**src/rtl/fir_coef_loader.sv**
```systemverilog
// fir_coef_loader: writes 16-bit FIR coefficients into per-filter coefficient RAMs.
// Each MSB-write strobe assembles {msb,lsb} and writes it at an auto-incrementing tap
// address of the selected filter. Load progress is tracked against num_of_coef.
// Optional feature macro: COEF_CHECKSUM_EN (adds coef_checksum running sum output).
// Ports:
//   clk, reset_n          clock, synchronous active-low reset
//   coef_wr_stb           one-cycle strobe, MSB register just written
//   coef_select_reg       [FSEL_BITS-1:0] filter select, [7] restart pointer
//   coef_wr_*_data_reg    coefficient bytes
//   num_of_coef           coefficients per filter (0 = no load permitted)
//   coef_ram_we/addr/data coefficient RAM write port (one-hot enable)
//   coef_count            coefficients written since last pointer reset
//   load_done_stb         pulse when the last coefficient is written
//   coef_checksum         (COEF_CHECKSUM_EN only) modulo-2^16 sum of written data
//   coef_status           {done, overflow, busy, 3'b0, sel[1:0]}
module fir_coef_loader #(
    parameter int unsigned NUM_FILTERS    = 4,
    parameter int unsigned COEF_ADDR_BITS = 9,
    parameter int unsigned COEF_WIDTH     = 16,
    parameter int unsigned FSEL_BITS      = 2
) (
    input  logic                      clk,
    input  logic                      reset_n,
    input  logic                      coef_wr_stb,
    input  logic [7:0]                coef_select_reg,
    input  logic [7:0]                coef_wr_lsb_data_reg,
    input  logic [7:0]                coef_wr_msb_data_reg,
    input  logic [COEF_ADDR_BITS-1:0] num_of_coef,
    output logic [NUM_FILTERS-1:0]    coef_ram_we,
    output logic [COEF_ADDR_BITS-1:0] coef_ram_addr,
    output logic [COEF_WIDTH-1:0]     coef_ram_data,
    output logic [COEF_ADDR_BITS-1:0] coef_count,
    output logic                      load_done_stb,
`ifdef COEF_CHECKSUM_EN
    output logic [15:0]               coef_checksum,
`endif
    output logic [7:0]                coef_status
);

    typedef enum logic [1:0] {StIdle, StCapture, StWrite, StAdvance} state_e;

    state_e                    state_q, state_d;
    logic [COEF_ADDR_BITS-1:0] ptr_q, ptr_d, count_q, count_d, addr_q, addr_d, ptr_eff;
    logic [FSEL_BITS-1:0]      last_sel_q, last_sel_d, sel_q, sel_d, pend_sel_q, pend_sel_d;
    logic                      restart_q, restart_d, pend_restart_q, pend_restart_d;
    logic [COEF_WIDTH-1:0]     data_q, data_d, pend_data_q, pend_data_d, ram_data_q, ram_data_d;
    logic                      pending_q, pending_d, done_q, done_d, ovf_q, ovf_d;
    logic                      consume_pend, clr_ptr;
    logic [1:0]                status_sel;
    logic                      unused_sel_bits;
`ifdef COEF_CHECKSUM_EN
    logic [15:0]               csum_q, csum_d;
`endif

    assign unused_sel_bits = ^coef_select_reg[6:FSEL_BITS];

    // A queued strobe is served as soon as the FSM is back at a decision point.
    assign consume_pend = pending_q && (state_q == StIdle || state_q == StAdvance);
    assign clr_ptr      = restart_q || (sel_q != last_sel_q);
    assign ptr_eff      = clr_ptr ? '0 : ptr_q;

    always_comb begin
        state_d        = state_q;
        ptr_d          = ptr_q;
        count_d        = count_q;
        addr_d         = addr_q;
        ram_data_d     = ram_data_q;
        last_sel_d     = last_sel_q;
        sel_d          = sel_q;
        restart_d      = restart_q;
        data_d         = data_q;
        pend_sel_d     = pend_sel_q;
        pend_restart_d = pend_restart_q;
        pend_data_d    = pend_data_q;
        pending_d      = consume_pend ? 1'b0 : pending_q;
        done_d         = done_q;
        ovf_d          = ovf_q;
        load_done_stb  = 1'b0;
`ifdef COEF_CHECKSUM_EN
        csum_d         = csum_q;
`endif

        case (state_q)
            StIdle: begin
                if (pending_q) begin
                    sel_d     = pend_sel_q;
                    restart_d = pend_restart_q;
                    data_d    = pend_data_q;
                    state_d   = StCapture;
                end else if (coef_wr_stb) begin
                    sel_d     = coef_select_reg[FSEL_BITS-1:0];
                    restart_d = coef_select_reg[7];
                    data_d    = {coef_wr_msb_data_reg, coef_wr_lsb_data_reg};
                    state_d   = StCapture;
                end
            end
            StCapture: begin
                if (clr_ptr) begin
                    ptr_d   = '0;
                    count_d = '0;
                    done_d  = 1'b0;
                    ovf_d   = 1'b0;
`ifdef COEF_CHECKSUM_EN
                    csum_d  = '0;
`endif
                end
                last_sel_d = sel_q;
                // Live num_of_coef compare; also rejects every load when it is 0.
                if (ptr_eff >= num_of_coef) begin
                    ovf_d   = 1'b1;
                    state_d = StIdle;
                end else begin
                    addr_d     = ptr_eff;
                    ram_data_d = data_q;
                    state_d    = StWrite;
                end
            end
            StWrite: state_d = StAdvance;
            StAdvance: begin
                ptr_d   = ptr_q + 1'b1;
                count_d = count_q + 1'b1;
`ifdef COEF_CHECKSUM_EN
                csum_d  = csum_q + 16'(ram_data_q);
`endif
                if (COEF_ADDR_BITS'(ptr_q + 1'b1) == num_of_coef) begin
                    load_done_stb = reset_n;
                    done_d        = 1'b1;
                end
                if (pending_q) begin
                    sel_d     = pend_sel_q;
                    restart_d = pend_restart_q;
                    data_d    = pend_data_q;
                    state_d   = StCapture;
                end else begin
                    state_d = StIdle;
                end
            end
            default: state_d = StIdle;
        endcase

        // Strobes not taken directly by IDLE go to the one-deep pending slot.
        // Evaluated last so a drop's overflow wins over a same-cycle clear.
        if (coef_wr_stb && !(state_q == StIdle && !pending_q)) begin
            if (pending_q && !consume_pend) begin
                ovf_d = 1'b1;
            end else begin
                pending_d      = 1'b1;
                pend_sel_d     = coef_select_reg[FSEL_BITS-1:0];
                pend_restart_d = coef_select_reg[7];
                pend_data_d    = {coef_wr_msb_data_reg, coef_wr_lsb_data_reg};
            end
        end
    end

    always_ff @(posedge clk) begin
        if (!reset_n) begin
            state_q        <= StIdle;
            ptr_q          <= '0;
            count_q        <= '0;
            addr_q         <= '0;
            ram_data_q     <= '0;
            last_sel_q     <= '0;
            sel_q          <= '0;
            restart_q      <= 1'b0;
            data_q         <= '0;
            pend_sel_q     <= '0;
            pend_restart_q <= 1'b0;
            pend_data_q    <= '0;
            pending_q      <= 1'b0;
            done_q         <= 1'b0;
            ovf_q          <= 1'b0;
`ifdef COEF_CHECKSUM_EN
            csum_q         <= '0;
`endif
        end else begin
            state_q        <= state_d;
            ptr_q          <= ptr_d;
            count_q        <= count_d;
            addr_q         <= addr_d;
            ram_data_q     <= ram_data_d;
            last_sel_q     <= last_sel_d;
            sel_q          <= sel_d;
            restart_q      <= restart_d;
            data_q         <= data_d;
            pend_sel_q     <= pend_sel_d;
            pend_restart_q <= pend_restart_d;
            pend_data_q    <= pend_data_d;
            pending_q      <= pending_d;
            done_q         <= done_d;
            ovf_q          <= ovf_d;
`ifdef COEF_CHECKSUM_EN
            csum_q         <= csum_d;
`endif
        end
    end

    // Reset gates the enable combinationally so an aborted WRITE never reaches the RAM.
    assign coef_ram_we   = (reset_n && state_q == StWrite) ? (NUM_FILTERS'(1) << sel_q) : '0;
    assign coef_ram_addr = addr_q;
    assign coef_ram_data = ram_data_q;
    assign coef_count    = count_q;
    assign status_sel    = 2'(last_sel_q);
    assign coef_status   = {done_q, ovf_q, state_q != StIdle, 3'b000, status_sel};
`ifdef COEF_CHECKSUM_EN
    assign coef_checksum = csum_q;
`endif

endmodule

```
**config.mk**
```make
export PLATFORM = sky130hd
export DESIGN_NAME = fir_coef_loader
export DESIGN_NICKNAME = d
export VERILOG_FILES = /design/src/rtl/fir_coef_loader.sv
export SDC_FILE = /design/constraint.sdc
export NUM_CORES = 1
export LEC_CHECK = 0
export ABC_AREA = 1
export ABC_CLOCK_PERIOD_IN_PS = 3050
export CAP_MARGIN = 40
export CORE_ASPECT_RATIO = 0.75
export CORE_MARGIN = 10
export CORE_UTILIZATION = 52
export CTS_CLUSTER_SIZE = 28
export DETAILED_ROUTE_END_ITERATION = 10
export PLACE_DENSITY = 0.8
export SLEW_MARGIN = 40
export SYNTH_ARGS = -nofsm -noshare
export SYNTH_HDL_FRONTEND = slang
export SYNTH_SLANG_ARGS = --single-unit
```
**constraint.sdc**
```tcl
create_clock -name clk -period 3.05 [get_ports clk]
set_input_delay 0.61 -clock clk [delete_from_list [all_inputs] [get_ports clk]]
set_output_delay 0.61 -clock clk [all_outputs]
set_load 0.03 [all_outputs]
```
==> results list, run 1 <==
* Share of the clock period used by the worst path after layout: 97.1%
- The region available for standard cell placement spans 7950 um^2.
* Post-layout min period: 2.96 ns
* Reg2reg start: sel_q[1]$_SDFFE_PN0P_
- Cell depth of the worst hold path: 2
- After detailed routing, the number of vias per cell comes to 5.40.
- Wire length of the first global-routing pass: 18.5 mm
- R2R cell count: 14
* 1st-pass router iterations: 5
- Area of the mapped netlist: 4300 um^2
* Worst Path Max Fanout: 6
- In this run, post-CTS repair resized a total of 0 instances.
- Number of sinks on the clock net: 88
- Remaining routing DRC violations: 0
- Maximum number of pins on one net before global-route repair: 65
* Initial antenna violation count: 0
* Capture instance of the worst register-to-register path: coef_ram_data[13]$_SDFFE_PN0P_
* Biggest area consumer among synthesized cells: dfxtp_1
- Register area share after synthesis: 41.0%
- After synthesis the netlist holds a flip-flop and latch count of 88.
- Setup repair after global routing left no endpoint under its margin.
* DP Wirelength: 8.46 mm
* Count of maximum capacitance violations: 0
* Slew at the pin closest to its max-slew limit: 0.548 ns
- Critical path's slowest cell: dfxtp_1
* Final Hold Vio Count: 0
* Top-level port count: 83
- Remaining number of nets flagged by the antenna check after routing: 0
* Share of final-layout standard cells stronger than drive strength 1: 7.25%
* Crit path launch type: flop
- Post-Synthesis Cells: 598
* Register-to-Register Setup Slack: 0.36 ns
* Clk_skew: 0.0119 ns
- Part of the total power dissipated in combinational logic: 46.9%
- Start-to-end type of the worst setup path: reg -> out
- IO Port Bufs: 74
- Critical path, cell by cell: ha_2, xnor2_1, xor2_1, nand3b_1, nor2_1, nand3_1, nor3_1, buf_4
- After detailed routing, the total wire length is 11.6 mm.
* Hold EP: pend_data_q[0]$_SDFFE_PN0P_
* Number of hold-repair buffers added at the cts stage: 0
* Post-route insts no fill: 767
- Top cells by area in the synthesized netlist: dfxtp_1 41%, o21ai_0 10%, nand2_1 7.5%
- Relative to the synthesized area, the layout overhead comes to 21.3%.
- For this configuration, the core starts out at a cell density of 54.0%.
- The die is 98.7 um tall.
* Overall routing resource usage: 17.6%
- STA classifies the critical path endpoint as an output port.
* Status: completed
- TritonCTS created 9 clock buffers.
- Net switching share of the total power: 44.3%
* Routed WL per cell: 15.1 um
* Critical hold path startpoint: pend_data_q[0]$_SDFFE_PN0P_
- Average cell area after synthesis: 7.19 um^2
* Vias in the first global route: 3,782
- In this run the clock root is driven by a clkbuf_8.
- Fraction of power consumed by sequential logic: 37.1%
* Antenna diode count: 0
- Internal power comes to 2.58 mW.
* Floorplan die area: 12,300 um^2
* Final nets: 709
* Bufs on Longest Clock Path: 2
- Setup violations remaining at the end of the flow were counted as 0.
* Number of cells in the design after placement: 751
* Violation count after the first detailed-routing iteration: 373
- Number of placement rows: 28
* Net switching power: 2.06 mW
- Max transition margin: 63.5%
- Summed over its instances, the top area cell type makes up 41.0% of the synthesized netlist area.
* Clock share of power: 16.0%
- Static timing analysis puts the maximum clock frequency at 338 MHz.
- Distinct cell type count of the synthesized netlist: 33
* Gpl congestion: 0.942
- Clock latency at the later pin of the worst-skew pair: 0.35 ns
* Number of warnings reported in the yosys synthesis log: 0
- Worst vdd rail ir drop: 0.607 mV
- After global routing the overflow that remains totals 0.
- Post-CTS timing repair inserted 0 buffers for setup.
* Die width: 125 um
* Power density normalized to cell area: 890 nW/um^2
- TritonCTS built the clock tree.
- Signal arrival time at the worst endpoint: 2.35 ns
- The tightest min-delay check is of the reg -> reg type.
- Filler instances: 690
- Count of H-tree levels built during CTS: 3
* Required time of the critical path: 2.44 ns
* Clock-pin slew of the registers on the worst-case setup and hold paths: 0.08 ns
* Standby leakage power: 2.14 nW
- On the worst path, the slowest cell contributes a delay of 0.43 ns.
- The final route contains 4,139 vias.
* Total Neg Setup Slack: 0 ns
- The number of max-slew violations in the final report is 0.
[power groups by stage]
stage          Combinational, mW  Sequential [mW]  Clock (mW)
2_1_floorplan               1.26             1.97           0
3_3_place_gp                2.11             1.72           0
3_5_place_dp                2.17             1.74           0
4_1_cts                     2.18             1.72       0.762
5_1_grt                     2.40             1.76       0.803
6_report                    2.18             1.72       0.742
[worst max path at each step]
stage	from	to	slack [ns]	cells past startpoint
finish	ptr_q[0]$_SDFFE_PN0P_	load_done_stb	0.09	8
global route	ptr_q[0]$_SDFFE_PN0P_	load_done_stb	0.01	8
CTS	ptr_q[0]$_SDFFE_PN0P_	load_done_stb	0.02	10
detailed placement	num_of_coef[8]	coef_ram_addr[2]$_SDFFE_PN0P_	0.20	11
global placement	num_of_coef[8]	coef_ram_data[1]$_SDFFE_PN0P_	0.28	10
floorplan	ptr_q[0]$_SDFFE_PN0P_	load_done_stb	0.42	9
[through the flow]
step | setup WS (ns) | cell area (um^2) | power (mW) | hold slack (ns) | utilization, %
floorplan | 0.424 | 4310 | 3.23 | 0.420 | -
global placement | 0.277 | 5030 | 3.83 | 0.428 | 63.3
detailed placement | 0.203 | 5030 | 3.91 | 0.435 | 63.3
CTS | 0.0219 | 5210 | 4.66 | 0.450 | 65.5
global route | 0.0128 | 5220 | 4.96 | 0.466 | 65.6
finish | 0.0878 | 5220 | 4.64 | 0.450 | 65.6
[routing by layer]
metal | routed length, um | vias to the layer above | share of wire [%] | GRT usage (%)
met1 | 5470 | 1907 | 47 | 24.3
met3 | 821 | 11 | 7.1 | 4.60
met2 | 5140 | 141 | 45 | 26.9
met5 | 0 | - | 0 | 0
met4 | 113 | 0 | 0.98 | 3.62
li1 | - | 2080 | - | -
[critical path, delay by kind of cell (launching register included)]
kind | cells | cell delay, ns
adders and majority gates | 1 | 0.31
DFF | 1 | 0.43
xor gates and xnor gates | 2 | 0.52
and+or+nand+nor | 4 | 0.54
buffers and inverters | 1 | 0.20
[sequential cells by signal (all words and copies together) (netlist names), named ones only]
signal          flops
sel_q               2
coef_ram_data      16
pend_restart_q      1
pending_q           1
coef_count          9
state_q             1
last_sel_q          2
pend_data_q        16
data_q             16
done_q              1
ptr_q               9
restart_q           1
ovf_q               1
pend_sel_q          2
coef_ram_addr       9
[Yosys cell counts (all sizes together)]
cell / count
inv: 64
buf: 20
clkbuf: 17
nand4: 6
a32oi: 1
a21oi: 52
or2: 2
dfxtp: 88
nand3: 23
o21a: 1
a31oi: 17
a311oi: 1
nor3: 7
o21ai: 88
ha: 16
conb: 1
a211oi: 7
nand2: 89
nand3b: 2
nor2: 89
xnor2: 3
xor2: 3
o21bai: 1
[cells by family after synthesis]
group                    Yosys count  synth area share, %
AO/OA/AOI/OAI                    168                 21.2
buffers and inverters            101                 10.2
AND/OR/NAND/NOR                  218                 21.6
XOR/XNOR                           6                 1.22
flip-flops                        88                 41.0
other                              1               0.0873
adder cells (fa/ha/maj)           16                 4.66
[placed cells by master, fill, tap and decap left out, types with 2 or more instances in the layout]
cell type / count
conb_1: 3
xor2_1: 3
nor2_1: 86
ha_1: 15
nand2_1: 86
nand2_4: 3
nand4_1: 6
o21ai_0: 85
o21ai_1: 2
buf_4: 14
xnor2_1: 3
clkdlybuf4s50_1: 68
inv_6: 2
clkbuf_8: 10
nor3_1: 7
a21oi_1: 51
nand3_1: 22
clkinvlp_4: 2
dfxtp_1: 87
a31oi_1: 17
inv_2: 4
nand3b_1: 2
a211oi_1: 6
nor2_2: 3
inv_1: 60
[cell type report]
type / instances / area, um^2 / area share [%]
Multi-Input combinational cell: 411 / 2110 / 40.5
Timing Repair Buffer: 83 / 791 / 15.2
Clock buffer: 11 / 141 / 2.71
Inverter: 64 / 240 / 4.61
Clock inverter: 5 / 37.5 / 0.720
Tap cell: 105 / 131 / 2.52
Sequential cell: 88 / 1760 / 33.8
No activity file was read; power rests on OpenSTA's default activity.
==> run 2: changes to the inputs <==
--- a/config.mk
+++ b/config.mk
@@ -14,7 +14,7 @@
 export CTS_CLUSTER_SIZE = 28
 export DETAILED_ROUTE_END_ITERATION = 10
 export PLACE_DENSITY = 0.8
-export SLEW_MARGIN = 40
+export SLEW_MARGIN = 20
 export SYNTH_ARGS = -nofsm -noshare
 export SYNTH_HDL_FRONTEND = slang
 export SYNTH_SLANG_ARGS = --single-unit
==> results of run 2 <==
No change in the layout: final DEF, timing and power equal those of run 1.
==> run 3: changes to the inputs <==
--- a/config.mk
+++ b/config.mk
@@ -6,15 +6,17 @@
 export NUM_CORES = 1
 export LEC_CHECK = 0
 export ABC_AREA = 1
-export ABC_CLOCK_PERIOD_IN_PS = 3050
+export ABC_CLOCK_PERIOD_IN_PS = 3400
 export CAP_MARGIN = 40
 export CORE_ASPECT_RATIO = 0.75
 export CORE_MARGIN = 10
 export CORE_UTILIZATION = 52
 export CTS_CLUSTER_SIZE = 28
 export DETAILED_ROUTE_END_ITERATION = 10
+export MAX_ROUTING_LAYER = met4
 export PLACE_DENSITY = 0.8
 export SLEW_MARGIN = 20
 export SYNTH_ARGS = -nofsm -noshare
 export SYNTH_HDL_FRONTEND = slang
 export SYNTH_SLANG_ARGS = --single-unit
+export TNS_END_PERCENT = 50
==> constraint.sdc (replaced) <==
create_clock -name clk -period 3.4 [get_ports clk]
set_input_delay 0.68 -clock clk [delete_from_list [all_inputs] [get_ports clk]]
set_output_delay 0.68 -clock clk [all_outputs]
set_load 0.03 [all_outputs]
==> run 3 against run 2 <==
Compared with the run above: setup slack better by 0.15 ns; clock skew down 0.0037 ns; first-iteration DRC count down 7.8%; global-route usage up 1.7 points; cell count up 0.13%; register-to-register slack better by 0.36 ns; total power down 6.9%; critical path depth up 2; count of clock-buffer cells in the layout unchanged; sequential share of layout area down 0.42 points; sequential cell count unchanged; critical endpoint unchanged; largest cell class unchanged.
==> results list, run 3 (synthesis results as in run 1) <==
- Achievable Freq: 316 MHz
- DP Wirelength: 8.54 mm (+0.95%)
- The maximum cell stage delay along the critical path was 0.43 ns (about the same).
- The required arrival time at the worst endpoint was 2.72 ns (+0.28 ns).
- Die width: 125 um (unchanged)
* Post-layout min period: 3.16 ns
- Worst hold path class: reg -> reg
- The number of placement rows was 28 (unchanged).
- The post-CTS setup buffer count came to 0 (unchanged).
* Remaining routing DRC violations: 0 (unchanged)
- Residual overflow from global routing: 0 (unchanged)
- The number of detailed-routing iterations run before antenna repair was 5 (unchanged).
- Start-to-end type of the worst setup path: reg -> out
- Part of the total power dissipated in combinational logic: 45.5% (-1.4 points)
- The H-tree depth reported by CTS was 3 (unchanged).
- The clock network power share came to 18.9% (+2.9 points).
- Power density normalized to cell area: 818 nW/um^2 (-8.0%)
- The core area is 7950 um^2 (unchanged).
* Overall routing resource usage: 19.3% (+1.7 points)
- The detailed-route via count was 4,119 (-0.48%).
- Y dimension of the die: 98.7 um (unchanged)
* Remaining number of nets flagged by the antenna check after routing: 0 (unchanged)
* Status: completed
- Leaving out fill and tap cells, the most frequent cell in the layout is dfxtp_1.
- Clock-pin slew of the registers on the worst-case setup and hold paths: 0.09 ns (about the same)
- The cell internal power dissipation came to 2.46 mW (-4.6%).
- Initial antenna violation count: 0 (unchanged)
- The number of setup violations in the final report was 0 (unchanged).
- Max transition margin: 63.3% (-0.18 points)
* Fraction of power consumed by sequential logic: 35.6% (-1.5 points)
* Number of sinks on the clock net: 88 (unchanged)
* Critical path, cell by cell: ha_1, nand3_1, o21ai_0, nand2_1, nand2_1, nand2_1, nor2_1, nand3_1, nor3_1, dlygate4sd2_1
* Clock tree from TritonCTS: done
* Critical hold path startpoint: pend_data_q[14]$_SDFFE_PN0P_
* Cell occurring most often along the worst timing path: nand2_1
- The area growth from synthesis to layout is 22.8%.
* Bufs on Longest Clock Path: 2 (unchanged)
* Violation count after the first detailed-routing iteration: 344 (-7.8%)
- The initial core utilization is 54.0% (unchanged).
- The mean number of vias per cell came to 5.36 (-0.61%).
* Net switching power: 1.86 mW (-9.8%)
- RSZ-0062 raised after global routing: false
- The worst-skew pair later-pin latency came to 0.37 ns (+0.02 ns).
- Gpl congestion: 0.950 (+0.80%)
- Inserted Clock Buffers: 9 (unchanged)
- The number of buffers inserted by port buffering came to 74 (unchanged).
- Share of the clock period used by the worst path after layout: 93.0%
* Clock tree root driver cell: clkbuf_8
- Standby leakage power: 2.17 nW (+1.5%)
- Routed WL per cell: 15.4 um (+2.2%)
- Worst-case hold slack: 0.446 ns (-0.00384 ns)
- The via count of the first global-routing pass came to 3,789 (+0.19%).
* Maximum number of pins on one net before global-route repair: 62 (-4.6%)
* Worst Path Max Fanout: 6 (unchanged)
* Filler instances: 737 (+6.8%)
* Worst vdd rail ir drop: 0.572 mV (-5.8%)
- Leaving out fill and tap cells, the most frequent cells in the layout are 88 x dfxtp_1, 86 x nor2_1, 86 x nand2_1, 86 x o21ai_0, 72 x clkdlybuf4s50_1.
- Among all stages on the critical path, the largest delay is contributed by dlygate4sd2_1.
- The slew at the pin with the worst max-slew slack was 0.550 ns (+0.00187 ns).
- Number of max-slew violations in the final report: 0 (unchanged)
- Count of maximum capacitance violations: 0 (unchanged)
- In this run the critical register-to-register path is launched from sel_q[1]$_SDFFE_PN0P_.
- In this run the worst setup path begins at ptr_q[1]$_SDFFE_PN0P_.
* Wire length reported by the detailed router: 11.8 mm (+2.4%)
- Net switching share of the total power: 43.0% (-1.4 points)
* Wire length of the first global-routing pass: 19.4 mm (+4.6%)
- The summed negative setup slack over all endpoints was 0 ns (unchanged).
- The signal arrival time at the worst endpoint came to 2.48 ns (+0.13 ns).
- Final Hold Vio Count: 0 (unchanged)
- Crit path launch type: flop
* Critical path capture point type: output port
- Floorplan die area: 12,300 um^2 (unchanged)
- Final nets: 711 (+0.28%)
* Clk_skew: 0.00815 ns (-0.00370 ns)
* Top-level port count: 83 (unchanged)
- Antenna diode count: 0 (unchanged)
* Share of final-layout standard cells stronger than drive strength 1: 6.33% (-0.92 points)
run 3: cell count changes in the layout (fill, tap and decap cells not counted), moves of 2 or more:
cell             delta
buf_4               -3
bufinv_16           +2
clkdlybuf4s50_1     +4
clkinvlp_4          -2
run 3: path summary, 6_finish.rpt:
check	end	slack, ns	cells after the start
worst max-delay path	load_done_stb	0.24	10
worst min-delay path	pend_data_q[14]$_SDFFE_PN0P_	0.45	2
worst max register to register	coef_ram_addr[8]$_SDFFE_PN0P_	0.72	14
worst min register to register	pend_data_q[14]$_SDFFE_PN0P_	0.45	2
run 3: critical path: cells and delay by family, from the launching register on:
family,cells,cell delay (ns)
AO/OA/AOI/OAI,1,0.25
adder cells (fa/ha/maj),1,0.31
buffers and inverters,1,0.43
flip-flops,1,0.37
AND/OR/NAND/NOR,7,0.76
run 3: power by group through the flow:
stage                     Combinational, mW  Clock [mW]  Sequential (mW)
after floorplan                        1.13           0             1.77
after global placement                 1.93           0             1.54
after detailed placement               1.96           0             1.56
after CTS                              1.98       0.823             1.54
after global routing                   2.19       0.864             1.58
final                                  1.96       0.815             1.54
run 3: metal layers:
layer	routed length (um)	global-route usage [%]
met1	5880	26.3
met2	5150	28.7
met3	705	4.28
met4	85	3.71
met5	0	-
run 3: layout make-up:
type	count	area, um^2	share of cell area (%)
multi-input combinational	411	2110	39.9
tap	105	131	2.49
clock buffer	11	141	2.68
sequential	88	1760	33.4
inverter	64	240	4.55
clock inverter	4	77.6	1.47
timing repair buffer	85	817	15.5
run 3: metrics by stage:
| step | utilization [%] | worst slack [ns] | total power, mW | std cells | instance area [um^2] |
|---|---|---|---|---|---|
| after floorplan | - | 0.704 | 2.89 | 600 | 4310 |
| after global placement | 63.6 | 0.148 | 3.47 | 753 | 5060 |
| after detailed placement | 63.6 | 0.135 | 3.52 | 753 | 5060 |
| after CTS | 66.4 | 0.232 | 4.34 | 768 | 5280 |
| after global routing | 66.4 | 0.0386 | 4.63 | 768 | 5280 |
| final | 66.4 | 0.238 | 4.32 | 768 | 5280 |
run 3: what timing repair did:
action,4_1_cts,5_1_grt
hold buffers,0,0
endpoints found under the hold margin,0,0
resized for setup,1,0
setup endpoints to repair,1,0
